## src/rtl/deadlock_stall_detector_if.sv

```systemverilog
// Stall-vector inputs and block/debug outputs of one kernel's deadlock stall detector.
// master drives the stall vectors and observes the result; slave is the detector.
interface deadlock_stall_detector_if #(
    parameter int NUM_AXIS     = 3,
    parameter int NUM_INST     = 2,
    parameter int NUM_INST_BLK = 1,
    parameter int CNT_W        = 8
);
    logic [NUM_AXIS-1:0]              axis_block_sigs;
    logic [NUM_INST-1:0]              inst_idle_sigs;
    logic [NUM_INST_BLK-1:0]          inst_block_sigs;
    logic                             block;
    logic                             block_pulse;
    logic [CNT_W-1:0]                 stall_cnt;
    logic [NUM_AXIS-1:0]              snap_axis;
    logic [NUM_INST+NUM_INST_BLK-1:0] snap_inst;

    modport master (
        output axis_block_sigs, inst_idle_sigs, inst_block_sigs,
        input  block, block_pulse, stall_cnt, snap_axis, snap_inst
    );

    modport slave (
        input  axis_block_sigs, inst_idle_sigs, inst_block_sigs,
        output block, block_pulse, stall_cnt, snap_axis, snap_inst
    );
endinterface

```

## src/rtl/deadlock_stall_detector.sv

```systemverilog
// Declares a kernel block once a stall persists with a frozen signal pattern for THRESHOLD cycles.
// block rises on the edge sampling the THRESHOLD-th frozen cycle; no backpressure, observes only.
module deadlock_stall_detector #(
    parameter int NUM_AXIS     = 3,
    parameter int NUM_INST     = 2,
    parameter int NUM_INST_BLK = 1,
    parameter int THRESHOLD    = 16,
    parameter int CNT_W        = 8,
    parameter int STICKY       = 0
) (
    input  logic                       clock,
    input  logic                       reset,
    deadlock_stall_detector_if.slave   mon
);
    localparam int VEC_W = NUM_INST + NUM_INST_BLK + NUM_AXIS;
    localparam logic [CNT_W-1:0] THR = CNT_W'(THRESHOLD);

    typedef enum logic [1:0] {MONITOR, COUNTING, BLOCKED} state_e;

    state_e                           state_q;
    logic                             block_q;
    logic                             block_pulse_q;
    logic [CNT_W-1:0]                 stall_cnt_q;
    logic [NUM_AXIS-1:0]              snap_axis_q;
    logic [NUM_INST+NUM_INST_BLK-1:0] snap_inst_q;

    logic             stall_cond;
    logic [VEC_W-1:0] cur_vec;
    logic             same;
    logic [CNT_W-1:0] cnt_inc;

    assign stall_cond = (|mon.axis_block_sigs) | (|mon.inst_block_sigs);
    assign cur_vec    = {mon.inst_idle_sigs, mon.inst_block_sigs, mon.axis_block_sigs};
    assign same       = (cur_vec == {snap_inst_q, snap_axis_q});
    assign cnt_inc    = stall_cnt_q + CNT_W'(1);

    // Branches test "same" positively so an X compare falls into the change path.
    always_ff @(posedge clock) begin
        if (reset) begin
            state_q       <= MONITOR;
            block_q       <= 1'b0;
            block_pulse_q <= 1'b0;
            stall_cnt_q   <= '0;
            snap_axis_q   <= '0;
            snap_inst_q   <= '0;
        end else begin
            block_pulse_q <= 1'b0;
            case (state_q)
                MONITOR: begin
                    if (stall_cond) begin
                        snap_axis_q <= mon.axis_block_sigs;
                        snap_inst_q <= {mon.inst_idle_sigs, mon.inst_block_sigs};
                        if (THRESHOLD == 1) begin
                            state_q       <= BLOCKED;
                            stall_cnt_q   <= THR;
                            block_q       <= 1'b1;
                            block_pulse_q <= 1'b1;
                        end else begin
                            state_q     <= COUNTING;
                            stall_cnt_q <= CNT_W'(1);
                        end
                    end else begin
                        stall_cnt_q <= '0;
                    end
                end
                COUNTING: begin
                    if (!stall_cond) begin
                        state_q     <= MONITOR;
                        stall_cnt_q <= '0;
                    end else if (same) begin
                        stall_cnt_q <= cnt_inc;
                        if (cnt_inc == THR) begin
                            state_q       <= BLOCKED;
                            block_q       <= 1'b1;
                            block_pulse_q <= 1'b1;
                        end
                    end else begin
                        snap_axis_q <= mon.axis_block_sigs;
                        snap_inst_q <= {mon.inst_idle_sigs, mon.inst_block_sigs};
                        stall_cnt_q <= CNT_W'(1);
                    end
                end
                BLOCKED: begin
                    // A changed pattern leaves via MONITOR; the window restarts one cycle later.
                    if (stall_cond && same) begin
                        stall_cnt_q <= THR;
                    end else if (STICKY == 0) begin
                        state_q     <= MONITOR;
                        block_q     <= 1'b0;
                        stall_cnt_q <= '0;
                    end
                end
                default: begin
                    state_q <= MONITOR;
                end
            endcase
        end
    end

    assign mon.block       = block_q;
    assign mon.block_pulse = block_pulse_q;
    assign mon.stall_cnt   = stall_cnt_q;
    assign mon.snap_axis   = snap_axis_q;
    assign mon.snap_inst   = snap_inst_q;
endmodule

```

## src/flat_wrapper.sv

```systemverilog
// flat-port wrapper written by rule: the top's interface ports become plain ports
module deadlock_stall_detector_flat 
#(
    parameter int NUM_AXIS     = 3,
    parameter int NUM_INST     = 2,
    parameter int NUM_INST_BLK = 1,
    parameter int THRESHOLD    = 16,
    parameter int CNT_W        = 8,
    parameter int STICKY       = 0
)
  (clock, reset, mon_axis_block_sigs, mon_inst_idle_sigs, mon_inst_block_sigs, mon_block, mon_block_pulse, mon_stall_cnt, mon_snap_axis, mon_snap_inst);
  deadlock_stall_detector_if #(.NUM_AXIS(NUM_AXIS), .NUM_INST(NUM_INST), .NUM_INST_BLK(NUM_INST_BLK), .CNT_W(CNT_W)) mon_i ();
  input  logic clock;
  input  logic reset;
  input wire logic [$bits(mon_i.axis_block_sigs)-1:0] mon_axis_block_sigs;
  input wire logic [$bits(mon_i.inst_idle_sigs)-1:0] mon_inst_idle_sigs;
  input wire logic [$bits(mon_i.inst_block_sigs)-1:0] mon_inst_block_sigs;
  output wire logic [$bits(mon_i.block)-1:0] mon_block;
  output wire logic [$bits(mon_i.block_pulse)-1:0] mon_block_pulse;
  output wire logic [$bits(mon_i.stall_cnt)-1:0] mon_stall_cnt;
  output wire logic [$bits(mon_i.snap_axis)-1:0] mon_snap_axis;
  output wire logic [$bits(mon_i.snap_inst)-1:0] mon_snap_inst;
  assign mon_i.axis_block_sigs = mon_axis_block_sigs;
  assign mon_i.inst_idle_sigs = mon_inst_idle_sigs;
  assign mon_i.inst_block_sigs = mon_inst_block_sigs;
  assign mon_block = mon_i.block;
  assign mon_block_pulse = mon_i.block_pulse;
  assign mon_stall_cnt = mon_i.stall_cnt;
  assign mon_snap_axis = mon_i.snap_axis;
  assign mon_snap_inst = mon_i.snap_inst;
  deadlock_stall_detector #(.NUM_AXIS(NUM_AXIS), .NUM_INST(NUM_INST), .NUM_INST_BLK(NUM_INST_BLK), .THRESHOLD(THRESHOLD), .CNT_W(CNT_W), .STICKY(STICKY)) u_core (.clock(clock), .reset(reset), .mon(mon_i));
endmodule
```

## config.mk

```make
export PLATFORM = sky130hd
export DESIGN_NAME = deadlock_stall_detector_flat
export DESIGN_NICKNAME = d
export VERILOG_FILES = /design/src/rtl/deadlock_stall_detector_if.sv /design/src/rtl/deadlock_stall_detector.sv /design/src/flat_wrapper.sv
export SDC_FILE = /design/constraint.sdc
export NUM_CORES = 1
export LEC_CHECK = 0
export ABC_AREA = 1
export BUFFER_PORTS_ARGS = -buffer_cell sky130_fd_sc_hd__buf_2
export CORE_UTILIZATION = 40
export DETAILED_ROUTE_END_ITERATION = 8
export PLACE_DENSITY_LB_ADDON = 0.08
export SLEW_MARGIN = 20
export SYNTH_ARGS = -nofsm -noshare
export SYNTH_HDL_FRONTEND = slang
export SYNTH_SLANG_ARGS = --single-unit
export TNS_END_PERCENT = 30
```

## constraint.sdc

```tcl
create_clock -name clock -period 2.4 [get_ports clock]
set_input_delay 0.36 -clock clock [delete_from_list [all_inputs] [get_ports clock]]
set_output_delay 0.36 -clock clock [all_outputs]
set_load 0.01 [all_outputs]
```

Word-level counts from Yosys, hierarchy flattened
Index checks and enable logic that the tools add are counted.
W data, S select, Z words.
{"block": "op_classes", "n_bitwise": 4, "mux": 25, "eq_ne": 12, "n_reduce_logical": 10, "add_sub_neg": 1}
{"operator": "$pmux W8 S3", "n": 1}
{"operator": "$mux W3", "n": 6}
{"operator": "$mux W8", "n": 2}
{"operator": "$pmux W3 S2", "n": 2}
{"operator": "$mux W2", "n": 5}
{"operator": "$add A8 B1 Y8 const B", "n": 1}
{"operator": "$eq A8 B5 Y1 const B", "n": 1}
{"operator": "$ne A2 B1 Y1 const B", "n": 4}
{"operator": "$reduce_and A4 Y1", "n": 2}
{"operator": "$eq A6 B6 Y1", "n": 1}
{"operator": "$mux W1", "n": 6}
{"operator": "$ne A3 B3 Y1 const B", "n": 2}
{"operator": "$pmux W2 S3", "n": 1}
{"operator": "$mux W5", "n": 1}
{"operator": "$reduce_and A5 Y1", "n": 1}
{"operator": "$ne A2 B2 Y1 const B", "n": 2}
{"operator": "$reduce_bool A2 Y1", "n": 2}
{"operator": "$reduce_or A4 Y1", "n": 1}
{"operator": "$not A1 Y1", "n": 3}
{"operator": "$reduce_bool A3 Y1", "n": 1}
{"operator": "$reduce_or A3 Y1", "n": 1}
{"operator": "$eq A2 B1 Y1 const B", "n": 1}
{"operator": "$eq A2 B2 Y1 const B", "n": 1}
{"operator": "$logic_not A2 Y1", "n": 1}
{"operator": "other kinds (3)", "n": 3}
{"block": "word_totals", "input_bits": 8, "wordCells": 58, "ff_bits": 18}

Longest topological paths before layout
{"block": "depth", "word_depth": 6, "depth_mapped": 12, "ltp_nobuf": 12}

Worst setup path before layout
OpenSTA, ideal clock, no wires.
{"block": "synth_timing", "path_kind": "flip-flop to flip-flop", "start": "register u_core.stall_cnt_q[0] (netlist: u_core.mon.stall_cnt[0])", "end": "register u_core.state_q[0]", "period_less_slack_ps": 1519, "setup_slack_ps": 881, "setup_ps": 115, "arrival_ps": 1404, "path_buffers": 0, "path_stages_with_launch": 13, "path_cell_list": "dfxtp_1 > ha_1 > nand2_1 > inv_2 > nand3b_1 > nand2_1 > nand2_1 > nor2_1 > nand3_1 > nand2_1 > nand3_1 > nand2_1 > nor2_1"}
{"block": "synth_via", "elab_chain_cells": 4}
{"element": "from (decl)", "line": "deadlock_stall_detector.sv:23", "text": "logic [CNT_W-1:0] stall_cnt_q;"}
{"element": "from (signal assigned)", "line": "deadlock_stall_detector.sv:71", "text": "stall_cnt_q <= cnt_inc;"}
{"element": "$add A8 B1 Y8", "line": "deadlock_stall_detector.sv:35", "text": "assign cnt_inc = stall_cnt_q + CNT_W'(1);"}
{"element": "$eq A8 B5 Y1", "line": "deadlock_stall_detector.sv:72", "text": "if (cnt_inc == THR) begin"}
{"element": "$ne A3 B3 Y1 (no source line)"}
{"element": "$reduce_and A4 Y1 (no source line)"}
{"element": "to (signal assigned)", "line": "deadlock_stall_detector.sv:40", "text": "state_q <= MONITOR;"}
{"element": "to (signal assigned)", "line": "deadlock_stall_detector.sv:68", "text": "state_q <= MONITOR;"}
{"element": "to (signal assigned)", "line": "deadlock_stall_detector.sv:73", "text": "state_q <= BLOCKED;"}
{"element": "to (decl)", "line": "deadlock_stall_detector.sv:20", "text": "state_e state_q;"}
Every way passes these cells.
A chain may end at the register's enable or synchronous reset.

Worst setup path in the final report
{"block": "layout_timing", "start": "register u_core.state_q[1]", "end": "register u_core.stall_cnt_q[5] (netlist: u_core.mon.stall_cnt[5])"}
{"block": "layout_via", "elab_chain_cells": 2, "elab_cells_between_ends": 5, "cone_classes": "eq/ne: 2; mux: 1; reduce/logical: 2"}
{"element": "from (signal assigned)", "line": "deadlock_stall_detector.sv:40"}
{"element": "from (signal assigned)", "line": "deadlock_stall_detector.sv:54", "text": "state_q <= BLOCKED;"}
{"element": "from (signal assigned)", "line": "deadlock_stall_detector.sv:59", "text": "state_q <= COUNTING;"}
{"element": "$eq A2 B2 Y1 (tied with other cells)", "line": "deadlock_stall_detector.sv:48", "text": "case (state_q)"}
{"element": "$pmux W8 S3 / $reduce_bool A3 Y1 (equally long branches)"}
Parallel ways exist; a longest one is shown, timed or not.

==> flow_summary_export.csv <==
group,metric,value,unit
floorplanning,initial_core_util,43.2,%
pwr,p_int,563,uW
pwr,seq_power_share,41.3,%
timing,clock_skew,0.00635,ns
pwr,p_leak,0.000642,uW
synthesis,syn_avg_cell_area,6.30,sq um
placement,place_congestion,0.813,
finish,nets,212,
finish,diodes,0,
floorplanning,die_w,54.2,um
clocking,clock-sinks,18,
global_route,grt-ovfl-total,0,
clocking,ctsResizeCount,0,
timing,rsz0062_at_grt,"false",
outcome,outcome,"finished, final reports clean",
clocking,htree_levels,1,
clocking,insertion_delay,0.30,ns
clocking,cts.clk_slew.worst_paths,0.11,ns
global_route,antenna_found_initial,0,
synthesis,synthCells,173,
global_route,grt_pass1_vias,963,
pwr,netSwitchingFraction,39.9,%
pwr,p_clk_share,20.6,%
placement,pre_cts_slack,0.693,ns
route,postRouteAntennaNets,0,
worst_setup_path,required,2.64,ns
timing,layout_setup_ws,0.698,ns
timing,clock.fmax,0.588,GHz
floorplanning,core-area,2520,sq um
synthesis,yosysWarningCount,0,
floorplanning,rows,18,
route,drc_errors,0,
clocking,cts_tree,"done",
global_route,grt_pass1_wl,4120,um
timing,final.period_utilization,70.9,%
timing,setup_tns,0,ns
synthesis,synth_cell_types,20,
route,route.detailed.wl_per_inst,10.8,um
worst_setup_path,cp-start-kind,"register",
route,vias,1116,
pwr,p_sw,374,uW
pwr,total_power,937,uW
pwr,irDropWorstVdd,0.000419,V
finish,layout.cells.non_filler,228,
hold_path,hold_path.class,"input pin to register",
route,met2WireLength,1100,um
synthesis,ys_seq_elements,18,
route,drtIter0Drc,12,
synthesis,ys_seq_area_share,33.1,%
timing,finalHoldViolations,0,
synthesis,netlist_area,1090,sq um
placement,portBuffers,23,
route,wl,2460,um
route,route.met3.wl,84,um
finish,area_growth,16.6,%
placement,hpwl,1890,um
global_route,grt_max_degree,14,
timing,setup_viol,0,
clocking,cts_hold_buf,0,
timing,worst_pin_slew,0.392,ns
timing,maxSlewViolCount,0,
floorplanning,die_h,54.2,um
clocking,post_cts_buffers,0,
placement,dpl.cell_count,224,
global_route,gr-usage-all-layers,19.7,%
clocking,clk_path_buf_depth,2,
route,met1_length,1250,um
pwr,p_per_area,737,nW/um^2
timing,relSlewSlack,73.9,%
pwr,combPwrFrac,38.1,%
finish,final_layout_size_suffix_gt1_share,18.7,%
clocking,cts_buffers,3,
floorplanning,dieArea,2940,sq um
worst_setup_path,worst-path-max-fanout,6,
worst_setup_path,end_kind,"register",
worst_setup_path,crit_arrival,1.94,ns
clocking,cts_root_buffer,"clkbuf_4",
floorplanning,io_pins,24,
job,cap_violations,0,
route,vias_per_cell,4.89,
synthesis,synthesis.nets,186,
timing,period_needed,1.70,ns
route,first_pass_iters,4,
route,highest_layer,"met4",
worst_setup_path,critPathKind,"register to register",
[layout make-up]
type                            instances  area, sq um
Clock buffer                            4         36.3
Fill cell                             273         1250
Inverter                               23         86.3
Multi-Input combinational cell        130          636
Sequential cell                        18          360
Tap cell                               30         37.5
Timing Repair Buffer                   23          115
[state kept, by name (all words and copies together), names as in the netlist]
| name | flops |
|---|---|
| u_core.mon.block | 1 |
| u_core.mon.stall_cnt | 8 |
| u_core.state_q | 2 |
| u_core.mon.snap_inst | 3 |
| u_core.mon.snap_axis | 3 |
| u_core.mon.block_pulse | 1 |
[synth_stat cells (all sizes together)]
cell	instances	area share [%]
xor2	2	1.6
dfxtp	18	33
nand3b	4	2.8
clkbuf	2	0.69
nor3	2	2.0
nand4	2	1.1
a21oi	19	8.7
o21ai	6	2.8
nand2	61	21
ha	5	5.7
nor2	22	8.5
inv	23	7.9
nand3	7	3.7
[stage by stage]
step                      area (sq um)  utilization, %  hold WS, ns
after floorplan                   1090               -        0.429
after global placement            1230            49.0        0.459
after detailed placement          1230            49.0        0.474
after CTS                         1270            50.4        0.305
after global routing              1270            50.4        0.318
final                             1270            50.4        0.314
[power groups by stage]
stage / combinational, uW / clock, uW / sequential [uW]
global route: 400 / 213 / 395
CTS: 359 / 201 / 387
finish: 357 / 193 / 387
global placement: 352 / 0 / 389
floorplan: 237 / 0 / 406
detailed placement: 357 / 0 / 394
[path summary, 6_finish.rpt]
path,startpoint,to,slack [ns],cells past startpoint
max,u_core.state_q[1],u_core.mon.stall_cnt[5],0.70,8
min,mon_axis_block_sigs[2],u_core.mon.snap_axis[2],0.31,3
max reg2reg,u_core.state_q[1],u_core.mon.stall_cnt[5],0.70,8
min reg2reg,u_core.mon.block,u_core.mon.block,0.49,2
[critical path, cell delays in order (launching register included)]
cell     delay, ns
dfxtp_1       0.35
inv_1         0.09
ha_1          0.23
inv_1         0.10
nor2_1        0.26
nand2_2       0.12
nor3_4        0.25
nand2_1       0.10
a21oi_1       0.13
[per-layer routing]
| metal | track usage [%] | vias to the layer above |
|---|---|---|
| li1 | - | 593 |
| met1 | 25.2 | 501 |
| met2 | 31.7 | 18 |
| met3 | 5.93 | 4 |
| met4 | 5.13 | 0 |
| met5 | 0 | - |
[cells in the final DEF, fill, tap and decap left out]
master and n:
nand3b_1 4, nand2_2 2, nor2_2 1, inv_1 19, nand2_1 59, nor2_4 1, nor2_1 20, nand3_1 6
a21oi_1 19, xor2_1 2, o21ai_1 4, clkbuf_8 1, ha_1 5, buf_2 23, clkbuf_4 3, nor3_1 1
o21ai_0 2, nand4_1 2, inv_2 4, nor3_4 1, dfxtp_1 18, nand3_2 1
[cell families after synthesis]
| family | Yosys count | synth area share [%] |
|---|---|---|
| flops | 18 | 33.1 |
| compound gates | 25 | 11.5 |
| fa+ha+maj | 5 | 5.74 |
| buf+inv | 25 | 8.61 |
| simple gates | 98 | 39.5 |
| xor+xnor | 2 | 1.61 |
Power figures use the tool's default switching activity.
